`config.mk`:
```
export PLATFORM = sky130hd
export DESIGN_NAME = mc_control
export DESIGN_NICKNAME = d
export VERILOG_FILES = /design/src/rtl/mc_pkg.sv /design/src/rtl/mc_decode.sv /design/src/rtl/mc_control.sv
export SDC_FILE = /design/constraint.sdc
export NUM_CORES = 1
export LEC_CHECK = 0
export CAP_MARGIN = 20
export CELL_PAD_IN_SITES_DETAIL_PLACEMENT = 0
export CELL_PAD_IN_SITES_GLOBAL_PLACEMENT = 1
export CORE_MARGIN = 8
export CORE_UTILIZATION = 28
export DETAILED_ROUTE_END_ITERATION = 12
export PLACE_DENSITY_LB_ADDON = 0.1
export SLEW_MARGIN = 10
export SYNTH_ARGS = -nofsm -noshare
export SYNTH_HDL_FRONTEND = slang
export SYNTH_HIERARCHICAL = 1
export SYNTH_SLANG_ARGS = --single-unit
```
`constraint.sdc`:
```
create_clock -name clk -period 1.8 [get_ports clk]
set_input_delay 0.36 -clock clk [delete_from_list [all_inputs] [get_ports clk]]
set_output_delay 0.36 -clock clk [all_outputs]
set_load 0.01 [all_outputs]
```
`src/rtl/mc_pkg.sv`:
```
// mc_pkg: shared definitions for the multicycle LEGv8-style controller.
//   state_t     - controller state encoding
//   instr_cls_t - instruction classes produced by mc_decode
//   OP_*        - opcode constants (full 11-bit or prefix fields)
//   ALU_OP_*, SRCB_* - alu_op and alu_src_b codes
//   ctrl_t / ctrl_for - Moore control word for a given state and class
package mc_pkg;

  typedef enum logic [2:0] {
    S_IDLE   = 3'd0,
    S_FETCH  = 3'd1,
    S_DECODE = 3'd2,
    S_EXEC   = 3'd3,
    S_MEM    = 3'd4,
    S_WB     = 3'd5,
    S_BRANCH = 3'd6,
    S_FAULT  = 3'd7
  } state_t;

  typedef enum logic [2:0] {
    CLS_RTYPE   = 3'd0,
    CLS_ITYPE   = 3'd1,
    CLS_LOAD    = 3'd2,
    CLS_STORE   = 3'd3,
    CLS_CBZ     = 3'd4,
    CLS_B       = 3'd5,
    CLS_ILLEGAL = 3'd6
  } instr_cls_t;

  // Full 11-bit opcodes
  localparam logic [10:0] OP_ADD  = 11'b10001011000;
  localparam logic [10:0] OP_SUB  = 11'b11001011000;
  localparam logic [10:0] OP_AND  = 11'b10001010000;
  localparam logic [10:0] OP_ORR  = 11'b10101010000;
  localparam logic [10:0] OP_LDUR = 11'b11111000010;
  localparam logic [10:0] OP_STUR = 11'b11111000000;
  // Prefix opcodes: ADDI = opcode[10:1], CBZ = opcode[10:3], B = opcode[10:5]
  localparam logic [9:0]  OP_ADDI = 10'b1001000100;
  localparam logic [7:0]  OP_CBZ  = 8'b10110100;
  localparam logic [5:0]  OP_B    = 6'b000101;

  localparam logic [1:0] ALU_OP_ADD   = 2'b00;
  localparam logic [1:0] ALU_OP_PASSB = 2'b01;
  localparam logic [1:0] ALU_OP_RTYPE = 2'b10;

  localparam logic [1:0] SRCB_RM      = 2'b00;
  localparam logic [1:0] SRCB_FOUR    = 2'b01;
  localparam logic [1:0] SRCB_IMM     = 2'b10;
  localparam logic [1:0] SRCB_IMM_SH2 = 2'b11;

  typedef struct packed {
    logic       mem_read;
    logic       mem_write;
    logic       iord;
    logic       alu_src_a;
    logic [1:0] alu_src_b;
    logic [1:0] alu_op;
    logic       mem_to_reg;
    logic       pc_src;
    logic       busy;
    logic       err;
  } ctrl_t;

  // Moore control word; the mem_ready/zero-gated enables are produced separately.
  function automatic ctrl_t ctrl_for(input state_t st, input instr_cls_t cls);
    ctrl_t c;
    c      = '0;
    c.busy = (st != S_IDLE);
    case (st)
      S_FETCH: begin
        c.mem_read  = 1'b1;
        c.alu_src_b = SRCB_FOUR;
        c.alu_op    = ALU_OP_ADD;
      end
      S_EXEC: begin
        // First ALU operand is the register Rn for every executed class.
        c.alu_src_a = 1'b1;
        if (cls == CLS_RTYPE) begin
          c.alu_src_b = SRCB_RM;
          c.alu_op    = ALU_OP_RTYPE;
        end else begin
          c.alu_src_b = SRCB_IMM;
          c.alu_op    = (cls == CLS_ITYPE) ? ALU_OP_RTYPE : ALU_OP_ADD;
        end
      end
      S_MEM: begin
        c.iord      = 1'b1;
        c.mem_read  = (cls == CLS_LOAD);
        c.mem_write = (cls == CLS_STORE);
      end
      S_WB: c.mem_to_reg = (cls == CLS_LOAD);
      S_BRANCH: begin
        c.alu_op    = ALU_OP_PASSB;
        c.alu_src_b = SRCB_IMM_SH2;
        c.pc_src    = 1'b1;
      end
      S_FAULT: c.err = 1'b1;
      default: ;
    endcase
    return c;
  endfunction

endpackage

```
`src/rtl/mc_decode.sv`:
```
// mc_decode: combinational opcode classifier.
//   opcode [10:0] in  - instruction bits [31:21]
//   cls           out - instruction class (RTYPE/ITYPE/LOAD/STORE/CBZ/B/ILLEGAL)
module mc_decode
  import mc_pkg::*;
(
  input  logic [10:0] opcode,
  output instr_cls_t  cls
);

  always_comb begin
    cls = CLS_ILLEGAL;
    if (opcode == OP_ADD || opcode == OP_SUB || opcode == OP_AND || opcode == OP_ORR)
      cls = CLS_RTYPE;
    else if (opcode[10:1] == OP_ADDI)
      cls = CLS_ITYPE;
    else if (opcode == OP_LDUR)
      cls = CLS_LOAD;
    else if (opcode == OP_STUR)
      cls = CLS_STORE;
    else if (opcode[10:3] == OP_CBZ)
      cls = CLS_CBZ;
    else if (opcode[10:5] == OP_B)
      cls = CLS_B;
  end

endmodule

```
`src/rtl/mc_control.sv`:
```
// mc_control: multicycle processor control FSM with memory timeout and
// optional performance counters.
//   clk, reset (async, active-high)
//   opcode[10:0], zero, mem_ready                      - inputs
//   pc_write, ir_write, mem_read, mem_write, reg_write - datapath enables
//   alu_src_a, alu_src_b[1:0], alu_op[1:0], mem_to_reg, pc_src, iord - mux/op selects
//   busy (not IDLE), err (sticky fault)
//   instr_count, cycle_count [CNT_W-1:0] - performance counters
// Build option: define MC_CONTROL_PERF_EN to build the counters; otherwise
// both counter outputs are tied to zero.
module mc_control
  import mc_pkg::*;
#(
  parameter int CNT_W       = 32,
  parameter int MEM_TIMEOUT = 15
) (
  input  logic             clk,
  input  logic             reset,
  input  logic [10:0]      opcode,
  input  logic             zero,
  input  logic             mem_ready,
  output logic             pc_write,
  output logic             ir_write,
  output logic             mem_read,
  output logic             mem_write,
  output logic             reg_write,
  output logic             alu_src_a,
  output logic [1:0]       alu_src_b,
  output logic [1:0]       alu_op,
  output logic             mem_to_reg,
  output logic             pc_src,
  output logic             iord,
  output logic             busy,
  output logic             err,
  output logic [CNT_W-1:0] instr_count,
  output logic [CNT_W-1:0] cycle_count
);

  localparam int WAIT_W = $clog2(MEM_TIMEOUT + 1);

  state_t            state_q, state_d;
  instr_cls_t        cls_q, cls_d, dec_cls;
  ctrl_t             ctrl_q, ctrl_d;
  logic [WAIT_W-1:0] wait_q, wait_d;
  logic              mem_phase;
  logic              timeout;

  mc_decode u_decode (
    .opcode (opcode),
    .cls    (dec_cls)
  );

  always_comb begin
    state_d   = state_q;
    cls_d     = cls_q;
    wait_d    = '0;
    mem_phase = (state_q == S_FETCH) || (state_q == S_MEM);
    // Timeout fires on the MEM_TIMEOUT-th consecutive cycle without mem_ready.
    timeout   = mem_phase && !mem_ready && (wait_q == WAIT_W'(MEM_TIMEOUT - 1));
    if (mem_phase && !mem_ready)
      wait_d = wait_q + 1'b1;

    case (state_q)
      S_IDLE:   state_d = S_FETCH;
      S_FETCH: begin
        if (mem_ready)    state_d = S_DECODE;
        else if (timeout) state_d = S_FAULT;
      end
      S_DECODE: begin
        cls_d = dec_cls;
        case (dec_cls)
          CLS_RTYPE, CLS_ITYPE, CLS_LOAD, CLS_STORE: state_d = S_EXEC;
          CLS_CBZ, CLS_B:                            state_d = S_BRANCH;
          default:                                   state_d = S_FAULT;
        endcase
      end
      S_EXEC:   state_d = (cls_q == CLS_LOAD || cls_q == CLS_STORE) ? S_MEM : S_WB;
      S_MEM: begin
        if (mem_ready)    state_d = (cls_q == CLS_LOAD) ? S_WB : S_FETCH;
        else if (timeout) state_d = S_FAULT;
      end
      S_WB:     state_d = S_FETCH;
      S_BRANCH: state_d = S_FETCH;
      S_FAULT:  state_d = S_FAULT;
      default:  state_d = S_FAULT;
    endcase

    // Outputs are registered: the control word for the state being entered.
    ctrl_d = ctrl_for(state_d, cls_d);
  end

  always_ff @(posedge clk or posedge reset) begin
    if (reset) begin
      state_q <= S_IDLE;
      cls_q   <= CLS_ILLEGAL;
      wait_q  <= '0;
      ctrl_q  <= '0;
    end else begin
      state_q <= state_d;
      cls_q   <= cls_d;
      wait_q  <= wait_d;
      ctrl_q  <= ctrl_d;
    end
  end

  // Enables that must react within the cycle to mem_ready / zero.
  assign ir_write  = (state_q == S_FETCH) && mem_ready;
  assign pc_write  = ((state_q == S_FETCH) && mem_ready) ||
                     ((state_q == S_BRANCH) && (cls_q == CLS_B || zero));
  assign reg_write = (state_q == S_WB);

  assign mem_read   = ctrl_q.mem_read;
  assign mem_write  = ctrl_q.mem_write;
  assign iord       = ctrl_q.iord;
  assign alu_src_a  = ctrl_q.alu_src_a;
  assign alu_src_b  = ctrl_q.alu_src_b;
  assign alu_op     = ctrl_q.alu_op;
  assign mem_to_reg = ctrl_q.mem_to_reg;
  assign pc_src     = ctrl_q.pc_src;
  assign busy       = ctrl_q.busy;
  assign err        = ctrl_q.err;

`ifdef MC_CONTROL_PERF_EN
  logic [CNT_W-1:0] instr_count_q, instr_count_d;
  logic [CNT_W-1:0] cycle_count_q, cycle_count_d;

  always_comb begin
    instr_count_d = instr_count_q;
    cycle_count_d = cycle_count_q;
    // Only MEM(STUR) can go MEM->FETCH, so no class check is needed here.
    if (state_d == S_FETCH &&
        (state_q == S_WB || state_q == S_MEM || state_q == S_BRANCH))
      instr_count_d = instr_count_q + 1'b1;
    if (ctrl_q.busy)
      cycle_count_d = cycle_count_q + 1'b1;
  end

  always_ff @(posedge clk or posedge reset) begin
    if (reset) begin
      instr_count_q <= '0;
      cycle_count_q <= '0;
    end else begin
      instr_count_q <= instr_count_d;
      cycle_count_q <= cycle_count_d;
    end
  end

  assign instr_count = instr_count_q;
  assign cycle_count = cycle_count_q;
`else
  assign instr_count = '0;
  assign cycle_count = '0;
`endif

endmodule

```
==> flow_summary.toml, run 1 <==
[setup_path]
r2r-end = "mem_write"
cp_slowest_cell = "nor4b_4"
path_cells = "buf_8 > mux2_4 > nor4b_4 > buf_4 > nor3_4 > buf_6 > nor4_4 > buf_4 > o21ai_4 > nand3_2 > a21oi_2"
cp.required_ns = 1.96
r2r_cells = 8
regToRegStartpoint = "wait_q[0]"
crit_top_cell = "buf_4"
regToRegSetupSlack_ns = 0.10
worstPathMaxFanout = 4
arrival_ns = 2.05
max_stage_delay_ns = 0.34
crit_type = "input port to flip-flop"
startpoint_type = "input port"
worstSetupEndpointType = "flip-flop"

[clocking]
cts_tree = "built"
cts_max_level = 1
clockBufferDepth = 2
cts_buffers = 3
root_buffer = "clkbuf_8"
worstSkewPairLatency_ns = 0.26
clkTransAtPathRegs_ns = 0.08
cts_sinks = 21

[grt]
grt_pass1_wl_mm = 6.403
grt_antenna_before_repair = 0
grt_max_degree = 22
grt_usage_pct = 8.898
grt-ovfl-total = 0
grt_pass1_vias = 1378

[synthesis]
yosysWarnings = 6
synthSimpleGateAreaFrac_pct = 22.33
yosys-mux-area-fraction_pct = 2.109
yosysTopAreaCellShare_pct = 28.80
netlist_area_sq_mm = 0.001720
synth-seq-cells = 21
synth_compound_area_share_pct = 9.164
synthAdderAreaFrac_pct = 1.455
yosys.area.top_type = "buf_4"
synthFlopType = "dfrtp_1"
synth_area_per_cell_sq_um = 9.350
synth_edf_count = 0
synth-xor-area-share_pct = 1.964
ys_seq_area_share_pct = 30.69
synth_cell_types = 50
syn_inst = 184
synthArstFlopShare_pct = 100.0
yosys-top-cells-area = "buf_4 29%, dfrtp_1 28%, dfstp_2 3.1%"
synth_top_family_by_area = "buffers and inverters"

[floorplanning]
die_y_um = 94.39
io_pins = 94
coreArea_sq_mm = 0.005921
die_x_um = 94.39
start_util_pct = 29.06
design.die.area_sq_mm = 0.008909
rows = 28

[cells_and_area]
largest_register_ff_count = 4
top_regs = "wait_q (4), cls_q (3), state_q (3)"
layout_commonest_cell = "conb_1"
register_area_sq_um = 528.0
multiInputGateArea_sq_um = 987.2
fin_area_sq_mm = 0.002212
final_util_pct = 37.36
top_register = "wait_q"
final_cells = 320
syn_to_final_growth_pct = 28.58
n_antenna_cell = 0
fin_nets = 263
final_layout_size_suffix_gt1_share_pct = 35.51
final_cell_mix = "65 x conb_1, 32 x buf_4, 19 x dfrtp_1"
nFillCells = 613

[job]
maxCapViolations = 0

[timing]
final_max_slew_viol_count = 0
fin_ws_ns = -0.09047
hold_violations = 0
rsz0062_at_grt = "yes"
final.period_utilization_pct = 105.0
max_freq_ghz = 0.5290
hold_ws_ns = 0.4212
clock_skew_ns = 0.002995
min_period_ns = 1.890
setup_viol = 8
finalSetupTns_ns = -0.4556

[min_path]
min_path_type = "input port to asynchronous set/reset pin"

[place]
place_congestion = 0.7979
dpl-instance-area_sq_mm = 0.002029
hpwlAfterDp_mm = 3.328
numPlacedInstances = 309
io_buffers = 29

[detailed_routing]
drt_iter0_markers = 49
avgViaCountPerCell = 3.806
via_count = 1218
first_pass_iters = 4
wl_per_cell_um = 12.48
antenna_left = 0
routed_wl_mm = 3.995
remaining_drc_errors = 0

[pwr]
pwr_density_cell_mw_per_mm2 = 1129
max-vdd-ir-drop_mv = 0.4633
p_leak_uw = 0.001093

[status]
status = "finished, violations left"
violations = "negative setup slack"
[power by group]
part           leakage (uW)  internal (uW)  switching (uW)
combinational      0.000798            746             740
clock             0.0000255            154             155
sequential         0.000270            625            77.2
total               0.00109           1530             972
[per-stage QoR]
step,power [uW],setup WS (ns)
2_1_floorplan,1661,-0.1708
3_3_place_gp,2083,-0.7802
3_5_place_dp,2093,-0.8213
4_1_cts,2497,-0.1143
5_1_grt,2706,-0.1530
6_report,2497,-0.09047
[cell usage after synthesis, types with 2 or more instances]
master / count
a31oi_1: 2
and2b_2: 2
and3_2: 2
and4bb_2: 2
buf_4: 66
buf_6: 2
conb_1: 2
dfrtp_1: 19
dfstp_2: 2
ha_1: 2
inv_1: 8
nand2_1: 6
nand2b_1: 8
nand3_1: 3
nand3b_1: 2
nor2_1: 12
nor3_1: 5
nor4_1: 3
o21ai_0: 3
o21ai_1: 2
o22ai_1: 2
[final cells by class]
cell class / instances / area share (%)
Inverter: 8 / 1.357
Tap cell: 75 / 4.242
Multi-Input combinational cell: 150 / 44.63
Timing Repair Buffer: 62 / 23.81
Clock buffer: 3 / 1.867
Clock inverter: 1 / 0.2262
Sequential cell: 21 / 23.87
[what timing repair did]
item | in CTS | in global routing
endpoints found under the setup margin | 16 | 10
pin swaps | 16 | 18
hold buffers | 0 | 0
resized for setup | 64 | 16
buffers inserted | 5 | 2
cloned | 0 | 0
[layer usage]
layer / share of wire, % / up-vias / global-route usage [%]
met5: 0 / - / 0
met4: 0.78 / 0 / 1.982
met3: 7.7 / 2 / 2.540
met2: 50 / 53 / 16.22
met1: 42 / 559 / 9.939
li1: - / 604 / -
[worst max-delay path by stage]
stage / from / endpoint / slack (ns) / cells past startpoint
2_1_floorplan: opcode[9] / mem_read / -0.17 / 8
3_3_place_gp: opcode[3] / mem_read / -0.78 / 9
3_5_place_dp: opcode[3] / mem_read / -0.82 / 9
4_1_cts: opcode[3] / alu_src_b[1] / -0.11 / 9
5_1_grt: opcode[3] / alu_src_b[1] / -0.15 / 11
6_report: opcode[3] / alu_src_b[1] / -0.09 / 11
[cells by family after synthesis]
group / after synthesis
other cells: 2
compound gates: 19
xor+xnor: 3
mux: 3
fa+ha+maj: 2
flops: 21
simple gates: 58
buf+inv: 76
[critical path, delay by kind of cell]
family | cells | cell delay [ns]
mux | 1 | 0.30
compound gates | 2 | 0.10
buf+inv | 4 | 0.57
simple gates | 4 | 0.72
(Power assumes the default switching activity.)
==> inputs of run 2 (changes only) <==
--- a/config.mk
+++ b/config.mk
@@ -14,3 +14,3 @@
 export PLACE_DENSITY_LB_ADDON = 0.1
-export SLEW_MARGIN = 10
+export SLEW_MARGIN = 40
 export SYNTH_ARGS = -nofsm -noshare
--- a/constraint.sdc
+++ b/constraint.sdc
@@ -3,2 +3,2 @@
 set_output_delay 0.36 -clock clk [all_outputs]
-set_load 0.01 [all_outputs]
+set_load 0.05 [all_outputs]
==> run 2 against run 1 <==
Against the previous run:
- the flow still finishes with violations (negative setup slack)
- worst setup slack worse by 0.011 ns
- non-clock buffer count shrank 2
- critical path depth decreased by 2
- via count grew 0.74%
- maximum frequency down 0.60%
- clock skew decreased by 0.00097 ns
- clock power is 3% lower
- register-to-register slack worse by 0.02 ns
- worst hold slack improved by 0.010 ns
- routed wire length about the same
- global-route usage shrank 0.22 points
- largest power group unchanged
==> flow_summary.toml, run 2 (synthesis gave the netlist of run 1 again) <==
[floorplanning]
start_util_pct = 29.06
coreArea_sq_mm = 0.005921
io_pins = 94
rows = 28
die_y_um = 94.39
die_x_um = 94.39
design.die.area_sq_mm = 0.008909

[detailed_routing]
drt_iter0_markers = 32
routed_wl_mm = 3.994
wl_per_cell_um = 12.56
via_count = 1227
avgViaCountPerCell = 3.858
remaining_drc_errors = 0
first_pass_iters = 4
antenna_left = 0

[grt]
grtUsageMet2_pct = 14.77
grtUsageMet1_pct = 10.71
grt-busiest-layer = "met2"
grt_pass1_vias = 1279
grt-ovfl-total = 0
grt_pass1_wl_mm = 6.120
grt_antenna_before_repair = 0
grt_util_met3_pct = 1.667
grt_max_degree = 22
grt_usage_pct = 8.676

[cells_and_area]
largest_register_ff_count = 4
final_layout_size_suffix_gt1_share_pct = 44.86
top_regs = "wait_q (4), cls_q (3), state_q (3)"
n_antenna_cell = 0
syn_to_final_growth_pct = 31.35
top_register = "wait_q"
final_cell_mix = "65 x conb_1, 37 x buf_4, 16 x dfrtp_1"
fin_nets = 261
layout_commonest_cell = "conb_1"

[min_path]
min_path_type = "input port to asynchronous set/reset pin"

[timing]
setup_viol = 7
rsz0062_at_grt = "yes"
fin_ws_ns = -0.1020
final_max_slew_viol_count = 0
max_freq_ghz = 0.5258
min_period_ns = 1.902
finalSetupTns_ns = -0.4504
final.period_utilization_pct = 105.7
hold_violations = 0
clock_skew_ns = 0.002021

[place]
place_ws_ns = -0.8731
place_congestion = 0.7796
io_buffers = 29
hpwlAfterDp_mm = 3.188

[setup_path]
arrival_ns = 2.09
r2r_cells = 7
regToRegSetupSlack_ns = 0.08
cp.required_ns = 1.99
crit_buf_inv = 1
path_cells = "buf_6 > or3b_4 > and3b_2 > nor3_2 > nand2b_4 > a22oi_2 > nand4_4 > or2_4 > o21ai_2"
cp_slowest_cell = "or3b_4"
max_stage_delay_ns = 0.38
worstPathMaxFanout = 4
regToRegStartpoint = "wait_q[0]"
critPathTopFamily = "simple AND/OR/NAND/NOR gates"
r2r-end = "err"
path_depth = 9
crit_start = "opcode[6]"
startpoint_type = "input port"
crit_path_end = "mem_read"
crit_type = "input port to flip-flop"
worstSetupEndpointType = "flip-flop"

[clocking]
clockBufferDepth = 2
cts_max_level = 1
cts.hold.buffers_added = 0
worstSkewPairLatency_ns = 0.25
clkTransAtPathRegs_ns = 0.07
cts_sinks = 21
root_buffer = "clkbuf_8"
cts_tree = "built"
cts_buffers = 3

[status]
status = "finished, violations left"
violations = "negative setup slack"

[pwr]
p_leak_uw = 0.001116
pwr_density_cell_mw_per_mm2 = 1391
max-vdd-ir-drop_mv = 0.6882

[job]
maxCapViolations = 0
[run 2: cell types whose count changed in the layout (fill, tap and decap cells not counted), moves of 2 or more]
cell             delta
dfrtp_2             +3
buf_2               +3
buf_4               +5
dfrtp_1             -3
clkdlybuf4s50_1    -13
nor2_2              +2
nor2_1              -2
buf_12              +4
[run 2: stage by stage]
stage	total power, uW	hold WS, ns	utilization [%]	std cells	area, sq um
after floorplan	2191	0.3350	-	247	1974
after global placement	2559	0.4657	33.50	302	1983
after detailed placement	2564	0.4734	33.50	302	1983
after CTS	2930	0.4372	35.95	311	2128
after global routing	3331	0.4452	38.17	318	2260
final	3143	0.4314	38.17	318	2260
[run 2: power breakdown]
| group | leakage, uW | internal [uW] | switching (uW) |
|---|---|---|---|
| clock network | 0.0000255 | 154 | 148 |
| logic | 0.000824 | 819 | 1250 |
| registers | 0.000267 | 632 | 136 |
[run 2: worst reg2reg max path, stage by stage (launching register included)]
cell     delay [ns]
dfrtp_1        0.41
inv_1          0.07
ha_1           0.13
nand3_1        0.16
or3_1          0.46
nand4_4        0.15
buf_4          0.13
and3_4         0.17
[run 2: worst min-delay path by stage]
stage | cells past startpoint | startpoint | slack [ns] | endpoint
after floorplan | 1 | reset | 0.34 | alu_op[1]
after global placement | 1 | wait_q[0] | 0.47 | wait_q[0]
after detailed placement | 1 | wait_q[0] | 0.47 | wait_q[0]
after CTS | 3 | reset | 0.44 | alu_src_b[0]
after global routing | 3 | reset | 0.45 | wait_q[2]
final | 3 | reset | 0.43 | wait_q[2]
[run 2: layer usage]
layer | share of wire [%] | wire length, um
met4 | 0.95 | 38
met5 | 0 | 0
met1 | 42 | 1695
met2 | 50 | 2007
met3 | 6.3 | 253
[run 2: cell type report]
type | instances | area [sq um]
flip-flops and latches | 21 | 531.8
clock buffers | 3 | 41.29
multi-input cells | 150 | 1035
clock inverters | 1 | 5.005
repair buffers | 60 | 523.0
inverters | 8 | 30.03
well taps | 75 | 93.84
fillers | 589 | 3661
[run 2: timing repair]
action	4_1_cts	5_1_grt
resized for setup	61	20
hold endpoints to repair	0	0
setup endpoints to repair	15	11
setup buffers	6	7
pin swaps	16	14
